<file path="config.mk">
export PLATFORM = sky130hd
export DESIGN_NAME = fft_stage_feeder_flat
export DESIGN_NICKNAME = d
export VERILOG_FILES = /design/src/rtl/fft_stage_feeder_pkg.sv /design/src/rtl/fft_stage_feeder_if.sv /design/src/rtl/fft_stage_feeder_twiddle_rom.sv /design/src/rtl/fft_stage_feeder.sv /design/src/flat_wrapper.sv
export SDC_FILE = /design/constraint.sdc
export NUM_CORES = 1
export LEC_CHECK = 0
export BUFFER_PORTS_ARGS = -buffer_cell sky130_fd_sc_hd__buf_2
export CAP_MARGIN = 20
export CORE_ASPECT_RATIO = 0.7
export CORE_UTILIZATION = 52
export DETAILED_ROUTE_END_ITERATION = 8
export GPL_TIMING_DRIVEN = 0
export PLACE_DENSITY = 0.75
export SETUP_SLACK_MARGIN = 0.05
export SYNTH_ARGS = -nofsm -noshare
export SYNTH_HDL_FRONTEND = slang
export SYNTH_SLANG_ARGS = --single-unit
</file>
<file path="constraint.sdc">
create_clock -name i_clk -period 2.28 [get_ports i_clk]
set_input_delay 0.228 -clock i_clk [delete_from_list [all_inputs] [get_ports i_clk]]
set_output_delay 0.228 -clock i_clk [all_outputs]
set_load 0.01 [all_outputs]
</file>
<file path="src/rtl/fft_stage_feeder_pkg.sv">
// Shared types, Q1.15 constants and elaboration-time helpers for the FFT stage feeder.
package fft_pkg;

    localparam int DATA_W = 16;

    typedef logic signed [0:1][DATA_W-1:0] cplx_t;

    localparam logic signed [DATA_W-1:0] Q_ONE_SAT   = 16'sh7FFF;
    localparam logic signed [DATA_W-1:0] Q_MINUS_ONE = 16'sh8000;

    // Fixed-point scale used only while building the twiddle table.
    localparam int     TRIG_FRAC = 28;
    localparam longint TRIG_ONE  = 64'sd1 <<< TRIG_FRAC;
    localparam longint PI_FIX    = 64'sd843314857;

    function automatic int addr_w(input int n);
        return $clog2(n);
    endfunction

    function automatic logic [31:0] bitrev(input logic [31:0] idx, input int nbits);
        logic [31:0] v;
        logic [31:0] r;
        v = idx;
        r = '0;
        for (int i = 0; i < nbits; i++) begin
            r = {r[30:0], v[0]};
            v = v >> 1;
        end
        return r;
    endfunction

    // Taylor-series cos/sin of 2*pi*t/n, rounded to Q1.15 and saturated.
    function automatic logic signed [DATA_W-1:0] q15_trig(input int t, input int n,
                                                          input bit is_sin, input bit negate);
        longint x, x2, term, acc, r;
        x    = (PI_FIX * 2 * longint'(t)) / longint'(n);
        x2   = (x * x) >>> TRIG_FRAC;
        term = is_sin ? x : TRIG_ONE;
        acc  = term;
        for (int k = 1; k <= 14; k++) begin
            if (is_sin) term = -((term * x2) >>> TRIG_FRAC) / longint'((2 * k) * (2 * k + 1));
            else        term = -((term * x2) >>> TRIG_FRAC) / longint'((2 * k - 1) * (2 * k));
            acc = acc + term;
        end
        if (negate) acc = -acc;
        r = (acc + (TRIG_ONE >>> DATA_W)) >>> (TRIG_FRAC - (DATA_W - 1));
        if (r > longint'(Q_ONE_SAT))   r = longint'(Q_ONE_SAT);
        if (r < longint'(Q_MINUS_ONE)) r = longint'(Q_MINUS_ONE);
        return DATA_W'(r);
    endfunction

endpackage

</file>
<file path="src/rtl/fft_stage_feeder_if.sv">
// Sample-in / operand-out bundle between the stream source, the feeder and the butterfly.
interface fft_stage_feeder_if;
    logic          i_valid;
    fft_pkg::cplx_t i_i_data;
    logic          o_ready;
    logic          o_valid;
    fft_pkg::cplx_t o_o_even;
    fft_pkg::cplx_t o_o_odd;
    fft_pkg::cplx_t o_o_twi;
    logic          o_last;

    modport slave (input i_valid, i_i_data,
                   output o_ready, o_valid, o_o_even, o_o_odd, o_o_twi, o_last);
    modport master (output i_valid, i_i_data,
                    input o_ready, o_valid, o_o_even, o_o_odd, o_o_twi, o_last);
endinterface

</file>
<file path="src/rtl/fft_stage_feeder_twiddle_rom.sv">
// Combinational W_N^t lookup for t in 0..N/2-1; table values fixed at elaboration.
module twiddle_rom import fft_pkg::*; #(
    parameter int N = 8
) (
    input  logic [addr_w(N)-2:0] t_i,
    output cplx_t                twi_o
);
    cplx_t rom_w [N/2];

    for (genvar t = 0; t < N/2; t++) begin : g_rom
        localparam logic signed [DATA_W-1:0] RE = q15_trig(t, N, 1'b0, 1'b0);
        localparam logic signed [DATA_W-1:0] IM = q15_trig(t, N, 1'b1, 1'b1);
        assign rom_w[t] = {RE, IM};
    end

    assign twi_o = rom_w[t_i];
endmodule

</file>
<file path="src/rtl/fft_stage_feeder.sv">
// Buffers one N-sample frame, then issues N/2 {even, odd, twiddle} triples for one DIT stage.
//   state    | meaning
//   ST_LOAD  | accepting samples into the frame buffer, n counts them
//   ST_ISSUE | emitting one operand triple per enabled cycle, k counts them
module fft_stage_feeder import fft_pkg::*; #(
    parameter int N      = 8,
    parameter int STAGE  = 0,
    parameter int BITREV = 1,
    parameter int I      = 1,
    parameter int F      = 15
) (
    input logic          i_clk,
    input logic          i_rst_n,
    input logic          i_en,
    fft_stage_feeder_if.slave bus
);
    localparam int AW  = addr_w(N);
    localparam int KW  = AW - 1;
    localparam int TSH = AW - 1 - STAGE;
    localparam logic [AW-1:0] SPAN = AW'(1) << STAGE;
    localparam logic [AW-1:0] MASK = SPAN - AW'(1);

    localparam logic [0:0] ST_LOAD  = 1'b0;
    localparam logic [0:0] ST_ISSUE = 1'b1;

    if (N < 4 || (N & (N - 1)) != 0 || STAGE < 0 || STAGE >= AW || I + F != DATA_W) begin : g_bad_cfg
        $error("fft_stage_feeder: unsupported parameter combination");
    end

    logic [0:0]    state_q, state_d;
    logic [AW-1:0] n_q, n_d;
    logic [KW-1:0] k_q, k_d;
    logic          valid_q, valid_d, last_q, last_d;
    cplx_t         even_q, even_d, odd_q, odd_d, twi_q, twi_d;
    cplx_t         buf_q [N];

    logic [AW-1:0] k_ext, j_w, even_w, odd_w, wa_w;
    logic [KW-1:0] t_w;
    cplx_t         twi_w;
    logic          accept;

    twiddle_rom #(.N(N)) u_rom (.t_i(t_w), .twi_o(twi_w));

    assign bus.o_ready  = i_en && (state_q == ST_LOAD);
    assign accept       = bus.o_ready && bus.i_valid;
    assign bus.o_valid  = valid_q;
    assign bus.o_last   = last_q;
    assign bus.o_o_even = even_q;
    assign bus.o_o_odd  = odd_q;
    assign bus.o_o_twi  = twi_q;

    // Pairing addresses for triple k and the write address for sample n.
    always_comb begin
        k_ext  = {1'b0, k_q};
        j_w    = k_ext & MASK;
        even_w = ((k_ext >> STAGE) << (STAGE + 1)) | j_w;
        odd_w  = even_w | SPAN;
        t_w    = KW'(j_w << TSH);
        wa_w   = (BITREV != 0) ? AW'(bitrev(32'(n_q), AW)) : n_q;
    end

    // Next-state: everything holds unless enabled.
    always_comb begin
        state_d = state_q;
        n_d     = n_q;
        k_d     = k_q;
        valid_d = valid_q;
        last_d  = last_q;
        even_d  = even_q;
        odd_d   = odd_q;
        twi_d   = twi_q;
        if (i_en) begin
            case (state_q)
                ST_LOAD: begin
                    valid_d = 1'b0;
                    last_d  = 1'b0;
                    if (bus.i_valid) begin
                        if (n_q == AW'(N - 1)) begin
                            n_d     = '0;
                            state_d = ST_ISSUE;
                        end else begin
                            n_d = n_q + 1'b1;
                        end
                    end
                end
                default: begin
                    valid_d = 1'b1;
                    even_d  = buf_q[even_w];
                    odd_d   = buf_q[odd_w];
                    twi_d   = twi_w;
                    last_d  = (k_q == KW'(N/2 - 1));
                    if (k_q == KW'(N/2 - 1)) begin
                        k_d     = '0;
                        state_d = ST_LOAD;
                    end else begin
                        k_d = k_q + 1'b1;
                    end
                end
            endcase
        end
    end

    // Control and output registers.
    always_ff @(posedge i_clk or negedge i_rst_n) begin
        if (!i_rst_n) begin
            state_q <= ST_LOAD;
            n_q     <= '0;
            k_q     <= '0;
            valid_q <= 1'b0;
            last_q  <= 1'b0;
            even_q  <= '0;
            odd_q   <= '0;
            twi_q   <= '0;
        end else begin
            state_q <= state_d;
            n_q     <= n_d;
            k_q     <= k_d;
            valid_q <= valid_d;
            last_q  <= last_d;
            even_q  <= even_d;
            odd_q   <= odd_d;
            twi_q   <= twi_d;
        end
    end

    // Frame buffer; contents survive reset, a fresh frame overwrites every entry.
    always_ff @(posedge i_clk) begin
        if (accept) buf_q[wa_w] <= bus.i_i_data;
    end
endmodule

</file>
<file path="src/flat_wrapper.sv">
// flat-port wrapper written by rule: the top's interface ports become plain ports
module fft_stage_feeder_flat import fft_pkg::*;
#(
    parameter int N      = 8,
    parameter int STAGE  = 0,
    parameter int BITREV = 1,
    parameter int I      = 1,
    parameter int F      = 15
)
  (i_clk, i_rst_n, i_en, bus_i_valid, bus_i_i_data, bus_o_ready, bus_o_valid, bus_o_o_even, bus_o_o_odd, bus_o_o_twi, bus_o_last);
  fft_stage_feeder_if bus_i ();
  input logic i_clk;
  input logic i_rst_n;
  input logic i_en;
  input wire logic [$bits(bus_i.i_valid)-1:0] bus_i_valid;
  input wire logic [$bits(bus_i.i_i_data)-1:0] bus_i_i_data;
  output wire logic [$bits(bus_i.o_ready)-1:0] bus_o_ready;
  output wire logic [$bits(bus_i.o_valid)-1:0] bus_o_valid;
  output wire logic [$bits(bus_i.o_o_even)-1:0] bus_o_o_even;
  output wire logic [$bits(bus_i.o_o_odd)-1:0] bus_o_o_odd;
  output wire logic [$bits(bus_i.o_o_twi)-1:0] bus_o_o_twi;
  output wire logic [$bits(bus_i.o_last)-1:0] bus_o_last;
  assign bus_i.i_valid = bus_i_valid;
  assign bus_i.i_i_data = bus_i_i_data;
  assign bus_o_ready = bus_i.o_ready;
  assign bus_o_valid = bus_i.o_valid;
  assign bus_o_o_even = bus_i.o_o_even;
  assign bus_o_o_odd = bus_i.o_o_odd;
  assign bus_o_o_twi = bus_i.o_o_twi;
  assign bus_o_last = bus_i.o_last;
  fft_stage_feeder #(.N(N), .STAGE(STAGE), .BITREV(BITREV), .I(I), .F(F)) u_core (.i_clk(i_clk), .i_rst_n(i_rst_n), .i_en(i_en), .bus(bus_i));
endmodule
</file>
==> qor.txt <==
Final setup fails = 0
Clock skew = 13.1 ps
Initial antenna violation count = 0
PortBufs = 117
Ports = 135
Worst Path Arrival = 2370 ps
Placed instance area = 13600 um^2
Hold Startpoint = bus_i_valid
Drt drc = 0
Synth warn = 0
Chip Height = 131 um
Clock Pin Slew Worst Setup and Hold Paths = 60 ps
Clock sink total = 329
Critical Path Fanout Max = 17
Status = finished, final reports clean
Hold WC Path Type = primary input to flip-flop
Die area = 24300 um^2
Mapped Cells = 546
First-pass GRT wire length = 37400 um
Vias = 6009
HPWL Detailed = 15600 um
Period Utilization, post-route = 93.6%
Nets = 796
Worst r2r dst = u_core.buf_q[1][8]
Synth top area share = 62.4%
Clock Latency Late Sink = 540 ps
Routed length per placed instance = 22.7 um
TritonCTS clock tree = done
Static leakage = 5.47 nW
Finished Cell Area = 15000 um^2
Pwr Total = 17.9 mW
RSZ-0062 raised after global routing = yes
Worst setup path startpoint = u_core.state_q
Die width = 186 um
Bufs on Longest Clock Path = 3
Critical Path Max Stage Delay = 610 ps
Final Hold Fails = 0
Share of layout cells above drive strength 1 = 46.7%
Final worst setup slack = 147 ps
Setup crit start kind = flip-flop
Worst VDD drop = 0.000681 V
CTS Buf Count = 30
Crit-path cells = and3b_1 > clkbuf_1 > and3_2 > buf_16
Crit path kind = flip-flop to flip-flop
Via density = 5.52
Core area = 23000 um^2
Area growth syn-to-layout = 21.7%
Worst Tran Pin Value = 904 ps
Area contributors post-synth = edfxtp_1 62%, dfrtp_1 15%, mux4_2 12%
GRT overflow = 0
Critical Path RT = 2520 ps
Post-DRT Antenna Nets = 0
DP Worst Slack = 180 ps
Reg-to-reg startpoint = u_core.state_q
Num rows = 46
DRT iter0 DRCs = 537
Power per cell area = 1190 nW/um^2
# resized after CTS = 0
H-tree level count = 1
Yosys cell types = 21
Max-Cap Viols = 0
Tot GR Track Use = 21.3%
Syn Std Cell Area = 12300 um^2
R2R cell count = 4
Slew HR = 39.7%
Reg-to-reg slack, setup = 150 ps
Max Clk Rate = 469 MHz
Mapped Avg Cell Area = 22.6 um^2
Max stage delay cell, worst path = and3_2
WHS Path Cells = 3
Synthesis-stage register bit count = 329
Crit end category = flip-flop
Final hold slack = 27.9 ps
Cell taking the most area after synthesis = edfxtp_1
First drt pass iteration count = 5
Largest net degree at the start of global routing = 46
CTS Root Cell = clkbuf_16
TNS Setup = 0 ps
Vias in the first global route = 6362
Ant. Diodes = 0
Final GP Congestion = 0.729
Crit path time final = 2130 ps
Post-synthesis sequential area ratio = 77.2%
Hold path endpoint = u_core.state_q
WL final = 24700 um
Post-CTS setup buffer count = 0
Max Slew Vio Count = 0
Starting Density = 53.6%
==> cell type report <==
| class | instances | area (um^2) |
|---|---|---|
| flip-flops and latches | 329 | 9510 |
| fillers | 1494 | 7970 |
| multi-input cells | 175 | 2490 |
| repair buffers | 159 | 1150 |
| clock buffers | 42 | 867 |
| well taps | 312 | 390 |
| plain buffers | 54 | 370 |
| clock inverters | 14 | 194 |
| inverters | 4 | 15.0 |
==> flip-flops by register name, indices dropped and copies added (netlist names), 2 cells and up <==
register and cells:
u_core.bus.o_o_even 32, u_core.n_q 3, u_core.k_q 2, u_core.bus.o_o_odd 32, u_core.buf_q 256
==> where the power goes <==
| group | switching, mW | total, mW | internal, mW |
|---|---|---|---|
| sequential | 0.475 | 7.88 | 7.40 |
| combinational | 2.26 | 4.68 | 2.42 |
| clock | 2.09 | 5.30 | 3.21 |
| total | 4.83 | 17.9 | 13.0 |
==> critical path, delay by kind of cell (launching register included) <==
family	cells	cell delay (ps)
flip-flops	1	410
buffers and inverters	2	560
AND/OR/NAND/NOR	2	850
==> cell usage in the layout, fill, tap and decap left out <==
master,count
edfxtp_1,256
buf_2,127
dfrtp_1,73
mux2_2,68
mux4_2,64
dlygate4sd3_1,33
buf_4,32
clkbuf_16,31
conb_1,17
clkbuf_1,13
clkinv_2,8
ha_1,7
buf_16,7
and3_2,6
buf_6,5
bufinv_16,5
clkbuf_8,5
inv_1,4
nor2_1,3
and2_2,2
buf_12,2
and3b_1,1
and2_1,1
mux2i_1,1
a31oi_1,1
a21oi_1,1
or2_2,1
a21o_1,1
a22o_1,1
clkinv_1,1
==> metal layers <==
| layer | track usage (%) | up-vias | routed length [um] |
|---|---|---|---|
| met5 | 0 | - | 0 |
| met4 | 5.16 | 0 | 460 |
| met3 | 4.27 | 36 | 1660 |
| met2 | 35.0 | 253 | 12200 |
| met1 | 29.9 | 3157 | 10500 |
| li1 | - | 2563 | - |
==> synth_stat cells <==
library cell  count
and2_1            3
conb_1            1
edfxtp_1        256
nor2_1            3
a31oi_1           1
and3_1            6
mux2i_1           1
a21o_1            1
buf_2            11
and3b_1           1
mux4_2           64
or2_2             1
mux2_2           68
a21oi_1           1
a22o_1            1
buf_4            31
clkbuf_1          7
ha_1              7
buf_6             5
dfrtp_1          73
inv_1             4
==> cell families (layout without fill, tap and decap cells) <==
group	after synthesis	in the layout	share of synthesized area (%)
simple gates	14	14	0.670
mux	133	133	18.0
compound gates	4	4	0.223
buf+inv	58	273	3.13
fa+ha+maj	7	7	0.711
other cells	1	17	0.0304
flops	329	329	77.2
==> through the flow <==
step / util [%] / std cells
floorplan: - / 562
global placement: 58.2 / 991
detailed placement: 59.2 / 1000
CTS: 65.3 / 1089
global route: 65.3 / 1089
finish: 65.3 / 1089
==> repair_timing <==
item | CTS | global route
hold buffers | 33 | 0
hold endpoints to repair | 284 | 0
endpoints found under the setup margin | 0 | 36
==> how the worst max path moves through the flow <==
| stage | end | slack [ps] | cells past startpoint |
|---|---|---|---|
| 3_5_place_dp | u_core.buf_q[2][3] | 180 | 4 |
| 6_report | u_core.buf_q[1][8] | 150 | 4 |
| 3_3_place_gp | u_core.buf_q[1][12] | -590 | 3 |
| 5_1_grt | u_core.buf_q[0][8] | 40 | 4 |
| 4_1_cts | u_core.buf_q[0][8] | 150 | 4 |
| 2_1_floorplan | u_core.buf_q[3][0] | 170 | 3 |
Note: power is estimated with default switching activity, not from simulation.
